`src/rtl/watch_set_ctrl.sv`:
```
// Mode/set controller for the watch sec/min/hour counter chain: gates the timebase tick,
// turns up-button presses into increment pulses, drives blink and field select.
// Optional hold-to-repeat on the up button: define WATCH_AUTOREPEAT_EN.

module watch_set_ctrl #(
  parameter int TIMEOUT_TICKS = 1000,
  parameter int BLINK_TICKS   = 50,
  parameter int REPEAT_DELAY  = 50,
  parameter int REPEAT_RATE   = 10
) (
  input  logic       clk,
  input  logic       rst,
  input  logic       i_tick,
  input  logic       i_btn_mode,
  input  logic       i_btn_up,
  output logic       o_tick,
  output logic       o_run_sec,
  output logic       o_run_min,
  output logic       o_run_hour,
  output logic [1:0] o_set_field,
  output logic       o_blink
);

  localparam int TW = (TIMEOUT_TICKS > 1) ? $clog2(TIMEOUT_TICKS) : 1;
  localparam int BW = (BLINK_TICKS > 1) ? $clog2(BLINK_TICKS) : 1;
  localparam logic [TW-1:0] TMAX = TW'(TIMEOUT_TICKS - 1);
  localparam logic [BW-1:0] BMAX = BW'(BLINK_TICKS - 1);

  // State encoding doubles as the field-select code seen by the display.
  typedef enum logic [1:0] {
    RUN      = 2'd0,
    SET_SEC  = 2'd1,
    SET_MIN  = 2'd2,
    SET_HOUR = 2'd3
  } state_t;

  state_t          state_q, state_d;
  logic            mode_q, up_q;
  logic            mode_evt, up_edge, up_evt, rep_evt, timeout_hit, in_set;
  logic [TW-1:0]   tcnt_q;
  logic [BW-1:0]   bcnt_q;
  logic            blink_q;

  always_comb begin
    in_set      = (state_q != RUN);
    mode_evt    = i_btn_mode & ~mode_q;
    up_edge     = i_btn_up & ~up_q;
    up_evt      = in_set & ~mode_evt & (up_edge | rep_evt);
    timeout_hit = in_set & i_tick & ~mode_evt & ~up_evt & (tcnt_q == TMAX);
    state_d     = state_q;
    if (mode_evt) begin
      unique case (state_q)
        RUN:      state_d = SET_SEC;
        SET_SEC:  state_d = SET_MIN;
        SET_MIN:  state_d = SET_HOUR;
        SET_HOUR: state_d = RUN;
      endcase
    end else if (timeout_hit) begin
      state_d = RUN;
    end
  end

  always_ff @(posedge clk or posedge rst) begin
    if (rst) begin
      state_q    <= RUN;
      mode_q     <= 1'b0;
      up_q       <= 1'b0;
      o_tick     <= 1'b0;
      o_run_sec  <= 1'b0;
      o_run_min  <= 1'b0;
      o_run_hour <= 1'b0;
    end else begin
      state_q    <= state_d;
      mode_q     <= i_btn_mode;
      up_q       <= i_btn_up;
      o_tick     <= i_tick & ~in_set;
      o_run_sec  <= up_evt & (state_q == SET_SEC);
      o_run_min  <= up_evt & (state_q == SET_MIN);
      o_run_hour <= up_evt & (state_q == SET_HOUR);
    end
  end

  // Idle timeout: any button activity restarts it; leaving SET parks it at zero.
  always_ff @(posedge clk or posedge rst) begin
    if (rst) begin
      tcnt_q <= '0;
    end else if ((state_d == RUN) || mode_evt || up_evt) begin
      tcnt_q <= '0;
    end else if (i_tick) begin
      tcnt_q <= tcnt_q + TW'(1);
    end
  end

  // A newly selected or just-incremented field is shown lit before blinking resumes.
  always_ff @(posedge clk or posedge rst) begin
    if (rst) begin
      bcnt_q  <= '0;
      blink_q <= 1'b0;
    end else if (state_d == RUN) begin
      bcnt_q  <= '0;
      blink_q <= 1'b0;
    end else if (mode_evt || up_evt) begin
      bcnt_q  <= '0;
      blink_q <= 1'b1;
    end else if (i_tick) begin
      if (bcnt_q == BMAX) begin
        bcnt_q  <= '0;
        blink_q <= ~blink_q;
      end else begin
        bcnt_q <= bcnt_q + BW'(1);
      end
    end
  end

`ifdef WATCH_AUTOREPEAT_EN
  localparam int RMAXP = (REPEAT_DELAY > REPEAT_RATE) ? REPEAT_DELAY : REPEAT_RATE;
  localparam int RW = (RMAXP > 1) ? $clog2(RMAXP) : 1;
  localparam logic [RW-1:0] RDLY = RW'(REPEAT_DELAY - 1);
  localparam logic [RW-1:0] RRATE = RW'(REPEAT_RATE - 1);

  logic [RW-1:0] rcnt_q;
  logic          rarmed_q;

  always_comb begin
    rep_evt = in_set & i_btn_up & i_tick & (rarmed_q ? (rcnt_q == RRATE) : (rcnt_q == RDLY));
  end

  // First repeat waits the long delay; once armed, repeats at the faster rate.
  always_ff @(posedge clk or posedge rst) begin
    if (rst) begin
      rcnt_q   <= '0;
      rarmed_q <= 1'b0;
    end else if (!i_btn_up || !in_set || (state_d != state_q)) begin
      rcnt_q   <= '0;
      rarmed_q <= 1'b0;
    end else if (i_tick) begin
      if (rep_evt) begin
        rcnt_q   <= '0;
        rarmed_q <= 1'b1;
      end else begin
        rcnt_q <= rcnt_q + RW'(1);
      end
    end
  end
`else
  logic unused_repeat_cfg;
  assign unused_repeat_cfg = ^{REPEAT_DELAY, REPEAT_RATE};
  assign rep_evt = 1'b0;
`endif

  assign o_set_field = state_q;
  assign o_blink     = blink_q;

endmodule

```
`config.mk`:
```
export PLATFORM = sky130hd
export DESIGN_NAME = watch_set_ctrl
export DESIGN_NICKNAME = d
export VERILOG_FILES = /design/src/rtl/watch_set_ctrl.sv
export SDC_FILE = /design/constraint.sdc
export NUM_CORES = 1
export LEC_CHECK = 0
export BUFFER_PORTS_ARGS = -buffer_cell sky130_fd_sc_hd__buf_2
export CAP_MARGIN = 10
export CORE_MARGIN = 2
export CORE_UTILIZATION = 30
export CTS_CLUSTER_SIZE = 10
export DETAILED_ROUTE_END_ITERATION = 16
export SYNTH_ARGS = -nofsm -noshare
export SYNTH_HDL_FRONTEND = slang
export SYNTH_SLANG_ARGS = --single-unit
```
`constraint.sdc`:
```
create_clock -name clk -period 3.9 [get_ports clk]
set_input_delay 0.78 -clock clk [delete_from_list [all_inputs] [get_ports clk]]
set_output_delay 0.78 -clock clk [all_outputs]
set_load 0.1 [all_outputs]
```
=== Yosys cells after proc, flatten, opt, wreduce, memory -nomap -nowiden ===
Index checks and enable logic that the tools add are counted.

* RAM bits: 0
* Logic and storage cells: 58
* Output and inout port bits: 7
* Register bits: 25
* Memories kept: 0
* Bits in latches: 0
* Memory bits (read-only): 0

* Reduce and logical (&&, ||, !) cells: 10
* Divide/modulo/power cells: 0
* Add/subtract/negate cells: 2
* Bitwise gates (word level): 18
* Shift-type cells: 0
* Multiply operators: 0
* Equality and inequality tests: 5
* Order comparisons: 0
* Mux-type cells: 13

{| class="wikitable"
|+ Operators by type and width
! operator !! count
|-
| two-way mux 6 bit || 4
|-
| two-way mux 10 bit || 2
|-
| bitwise AND 1 bit || 12
|-
| adder 10 x 1 -> 10 bit (second input constant) || 1
|-
| equality test 10 bit (second input constant) || 1
|-
| case mux 2 bit (4 select lines) || 1
|-
| adder 6 x 1 -> 6 bit (second input constant) || 1
|-
| equality test 6 bit (second input constant) || 1
|-
| inverter 1 bit || 6
|-
| nonzero test 3 bit || 2
|-
| equality test 2 bit (second input constant) || 2
|-
| logical NOT 2 bit || 2
|-
| two-way mux 1 bit || 4
|-
| two-way mux 2 bit || 2
|-
| nonzero test 2 bit || 2
|-
| logical OR 1 bit || 3
|-
| equality test 2 x 1 -> 1 bit (second input constant) || 1
|-
| AND reduction 2 bit || 1
|}

=== Logic depth before layout (Yosys ltp) ===
* Depth after elaboration: 14
* Mapped depth: 7
* Depth with buffers taken out: 6

=== Least setup slack after synthesis ===
OpenSTA, ideal clock, no wires.

* Path type: reg-to-reg
* Start point: register state_q[0], in the netlist o_set_field[0]
* End point: register bcnt_q[5]
* Period minus slack after synthesis: 2337 ps
* Required time: 3775 ps
* Path buffers: 1
* Arrival time: 2213 ps
* Path slack: 1563 ps
* Stages on the path, launching flop included: 8
* Cells stage by stage: dfrtp_1 inv_1 ha_1 nor4b_1 a311o_1 a21o_4 buf_6 nor2_1

* Cells in the longest elaborated chain, start to end: 10

{| class="wikitable"
|+ Ends and longest elaborated chain
! element !! line !! RTL
|-
| start, declared || 37 || <nowiki>state_t state_q, state_d;</nowiki>
|-
| start signal, assigned || 73 || <nowiki>state_q <= state_d;</nowiki>
|-
| nonzero test 2 bit || 45 || <nowiki>in_set = (state_q != RUN);</nowiki>
|-
| bitwise AND 1 bit (2 in series) || 48 || <nowiki>up_evt = in_set & ~mode_evt & (up_edge | rep_evt);</nowiki>
|-
| inverter 1 bit || 49 || <nowiki>timeout_hit = in_set & i_tick & ~mode_evt & ~up_evt & (tcnt_q == TMAX);</nowiki>
|-
| bitwise AND 1 bit (2 in series) || 49 ||
|-
| two-way mux 2 bit || 58 || <nowiki>end else if (timeout_hit) begin</nowiki>
|-
| two-way mux 2 bit || 51 || <nowiki>if (mode_evt) begin</nowiki>
|-
| logical NOT 2 bit || 99 || <nowiki>end else if (state_d == RUN) begin</nowiki>
|-
| nonzero test 3 bit (no source line) / two-way mux 6 bit (equally long branches) || n/a ||
|-
| end signal, assigned || 110 || <nowiki>bcnt_q <= bcnt_q + BW'(1);</nowiki>
|-
| end, declared || 41 || <nowiki>logic [BW-1:0] bcnt_q;</nowiki>
|}

Several ways; a longest one is shown, not always the timed one.
A chain may end at the register's enable or synchronous reset.

=== Worst setup path after layout ===
* Start point: register state_q[1], in the netlist o_set_field[1]
* End point: output port o_set_field[1]

{| class="wikitable"
|+ RTL lines
! element !! line !! RTL
|-
| end, declared || 20 || <nowiki>output logic [1:0] o_set_field,</nowiki>
|}

No word-level cell between the ends.

==> run_results.csv <==
group,metric,value,unit
run_status,status,"completed",
placed_design,place_congestion,0.729,
critical_path,cp.buffers_inverters,1,
cts,htree_levels,1,
timing,worst_pin_slew,0.939,ns
cells_and_area,diodes,0,
cells_and_area,regArea,626,um2
synthesis,synth_seq_cells,25,
cells_and_area,fin_nets,147,
cts,cts_buffer_depth,2,
power,power_density,604,nW/um2
cts,cts_sinks,25,
global_route,grt_pass1_vias,867,
synthesis,synth.distinct_cells,30,
cells_and_area,final_cell_area,1410,um2
drt,vias_per_cell,4.85,
critical_path,worst_setup_path_start_kind,"register",
timing,tns,0,ns
synthesis,syn-cell-area,1280,um2
timing,whs,0.523,ns
critical_path,critPathMaxFanout,5,
global_route,grt_overflow,0,
drt,dr.pass1.iters,4,
cells_and_area,area_growth,10.5,%
drt,vias,892,
die,dieHeight,69.2,um
min_path,hold_class,"reg -> reg",
timing,setup_viol,0,
global_route,grt_max_degree,26,
die,core-area,4060,um2
cts,cts_resized,0,
die,pin_count,12,
synthesis,synth-edff-count,0,
die,die_w,69.2,um
power,p_leak,0.644,nW
global_route,grt_pass1_wl,3830,um
synthesis,synth_nets,135,
timing,grt_setup_unrepaired,"false",
placed_design,placed_area,1360,um2
cts,cts_setup_buffers,0,
synthesis,yosysTopAreaCellShare,49.0,%
synthesis,synth.largest_area_cell,"dfrtp_1",
cts,cts_root_buf,"clkbuf_8",
die,dieArea,4790,um2
cells_and_area,stdcell_count,184,
critical_path,cp_slowest_stage_delay,0.46,ns
synthesis,synth_ff_type,"dfrtp_1",
global_route,grt_usage,9.79,%
cells_and_area,fillers,399,
cts,cts_buffers,3,
synthesis,syn_area_per_cell,10.4,um2
critical_path,end_kind,"primary output",
synthesis,synthArstFlopShare,100,%
timing,fin_crit,1.93,ns
critical_path,arrival,1.15,ns
timing,skew,0.00600,ns
placed_design,dp_hpwl,1530,um
power,vdd.ir_drop.worst,0.211,mV
timing,period_share,49.6,%
drt,drtAntennaViolNets,0,
synthesis,ys_warn_count,0,
timing,hold_violations,0,
job,drv_cap,0,
drt,drc,0,
placed_design,io_buffers,11,
cells_and_area,post-route-util,34.8,%
cts,clk_latency,0.28,ns
timing,slew_headroom,37.4,%
die,initial_core_util,31.5,%
die,rows,23,
cts,clkSlewWorstSetupHoldPaths,0.09,ns
timing,final-max-slew-violation-count,0,
critical_path,worstSetupPathType,"reg -> out",
drt,drtIter0Drc,39,
cells_and_area,multi_input_area,606,um2
timing,fmax,517,MHz
drt,wl_per_cell,11.6,um
critical_path,cpMaxStageDelayCell,"buf_2",
critical_path,cp_cell_sequence,"buf_2",
synthesis,yosys-top-cells-area,"dfrtp_1, ha_1, nor2_1, xor2_1, and2_1",
drt,wirelength,2130,um
cts,cts_tree,"done",
critical_path,crit_family,"buffers and inverters",
critical_path,cp.required,3.12,ns
global_route,antenna_found_initial,0,
cts,cts.hold.buffers_added,0,
placed_design,dpl.cell_count,180,
synthesis,yosysSeqAreaShare,49.0,%
synthesis,synth_cells,123,
cells_and_area,drive_above_1_share,13.4,%
==> power breakdown <==
group	switching, W	internal [W]
Combinational	0.000272	0.0000877
Sequential	0.0000361	0.000299
Clock	0.0000848	0.0000717
==> synth_stat cells, types with 3 or more instances <==
| library cell | n |
|---|---|
| nand2_1 | 10 |
| and2_1 | 6 |
| nand4_1 | 5 |
| xor2_1 | 7 |
| ha_1 | 7 |
| nand3_1 | 3 |
| xnor2_1 | 4 |
| nor2_1 | 19 |
| a21oi_1 | 3 |
| dfrtp_1 | 25 |
| nor2b_1 | 3 |
| inv_1 | 4 |
==> flip-flops by register name, summed over array words and instances, names as in the netlist <==
register and cells:
mode_q 1, o_run_sec 1, o_tick 1, o_run_hour 1
o_blink 1, tcnt_q 10, bcnt_q 6, o_run_min 1
up_q 1, o_set_field 2
==> layout by cell type (no fill, tap or decap) <==
| cell type | Yosys | layout |
|---|---|---|
| and3_1 | 2 | 2 |
| nor2_1 | 19 | 19 |
| nand4_1 | 5 | 5 |
| clkinv_2 | 0 | 1 |
| inv_1 | 4 | 4 |
| and4_1 | 2 | 2 |
| nor4b_1 | 1 | 1 |
| a311oi_1 | 2 | 2 |
| mux2_2 | 1 | 1 |
| and2_1 | 6 | 6 |
| nand3b_1 | 2 | 2 |
| nor2b_1 | 3 | 3 |
| nor4bb_1 | 1 | 1 |
| nand3_1 | 3 | 3 |
| a211oi_1 | 1 | 1 |
| dfrtp_1 | 25 | 25 |
| a311o_1 | 1 | 1 |
| mux2i_1 | 2 | 2 |
| xnor2_1 | 4 | 4 |
| nand2b_1 | 2 | 2 |
| nor3b_1 | 1 | 1 |
| a21o_4 | 1 | 1 |
| ha_1 | 7 | 7 |
| nor3_1 | 2 | 2 |
| clkbuf_8 | 0 | 3 |
| nand2_1 | 10 | 10 |
| a21oi_1 | 3 | 3 |
| buf_2 | 0 | 11 |
| and3_4 | 1 | 1 |
| xor2_1 | 7 | 7 |
| a41oi_1 | 1 | 1 |
==> path summary, 6_finish.rpt <==
kind | cells past startpoint | startpoint | slack (ns) | endpoint
worst min-delay path | 1 | bcnt_q[4] | 0.52 | bcnt_q[4]
worst max-delay path | 1 | o_set_field[1] | 1.97 | o_set_field[1]
min in group asynchronous | 2 | rst | 0.70 | up_q
worst min register to register | 1 | bcnt_q[4] | 0.52 | bcnt_q[4]
worst max register to register | 6 | o_set_field[0] | 2.08 | bcnt_q[4]
max in group asynchronous | 2 | rst | 2.62 | tcnt_q[5]
==> through the flow <==
| stage | worst slack (ns) | total power, W |
|---|---|---|
| 3_5_place_dp | 1.70 | 0.000705 |
| 6_report | 1.97 | 0.000851 |
| 2_1_floorplan | 1.56 | 0.000649 |
| 5_1_grt | 1.89 | 0.000908 |
| 4_1_cts | 1.95 | 0.000864 |
| 3_3_place_gp | 1.73 | 0.000699 |
==> logic make-up (layout without fill, tap and decap cells) <==
| logic type | after synthesis | after routing | share of synthesized area, % |
|---|---|---|---|
| AOI/OAI and AO/OA | 9 | 9 | 5.78 |
| xor gates and xnor gates | 11 | 11 | 7.55 |
| adders and majority gates | 7 | 7 | 6.86 |
| buffers and inverters | 8 | 19 | 3.53 |
| DFF | 25 | 25 | 49.0 |
| muxes | 3 | 3 | 2.45 |
| and+or+nand+nor | 60 | 60 | 24.8 |
==> metal layers <==
layer,routed length (um),vias up,part of all wire (%),global-route usage [%]
met3,98,2,4.6,3.63
met4,17,0,0.80,3.27
met5,0,-,0,0
li1,-,441,-,-
met1,982,432,46,12.2
met2,1030,17,48,15.7
==> cell type report <==
class	count	share of cell area [%]
flip-flops and latches	25	44.4
clock inverters	1	0.355
multi-input cells	90	42.9
well taps	50	4.44
inverters	4	1.06
clock buffers	3	2.93
repair buffers	11	3.90
Note: power is estimated with default switching activity, not from simulation.
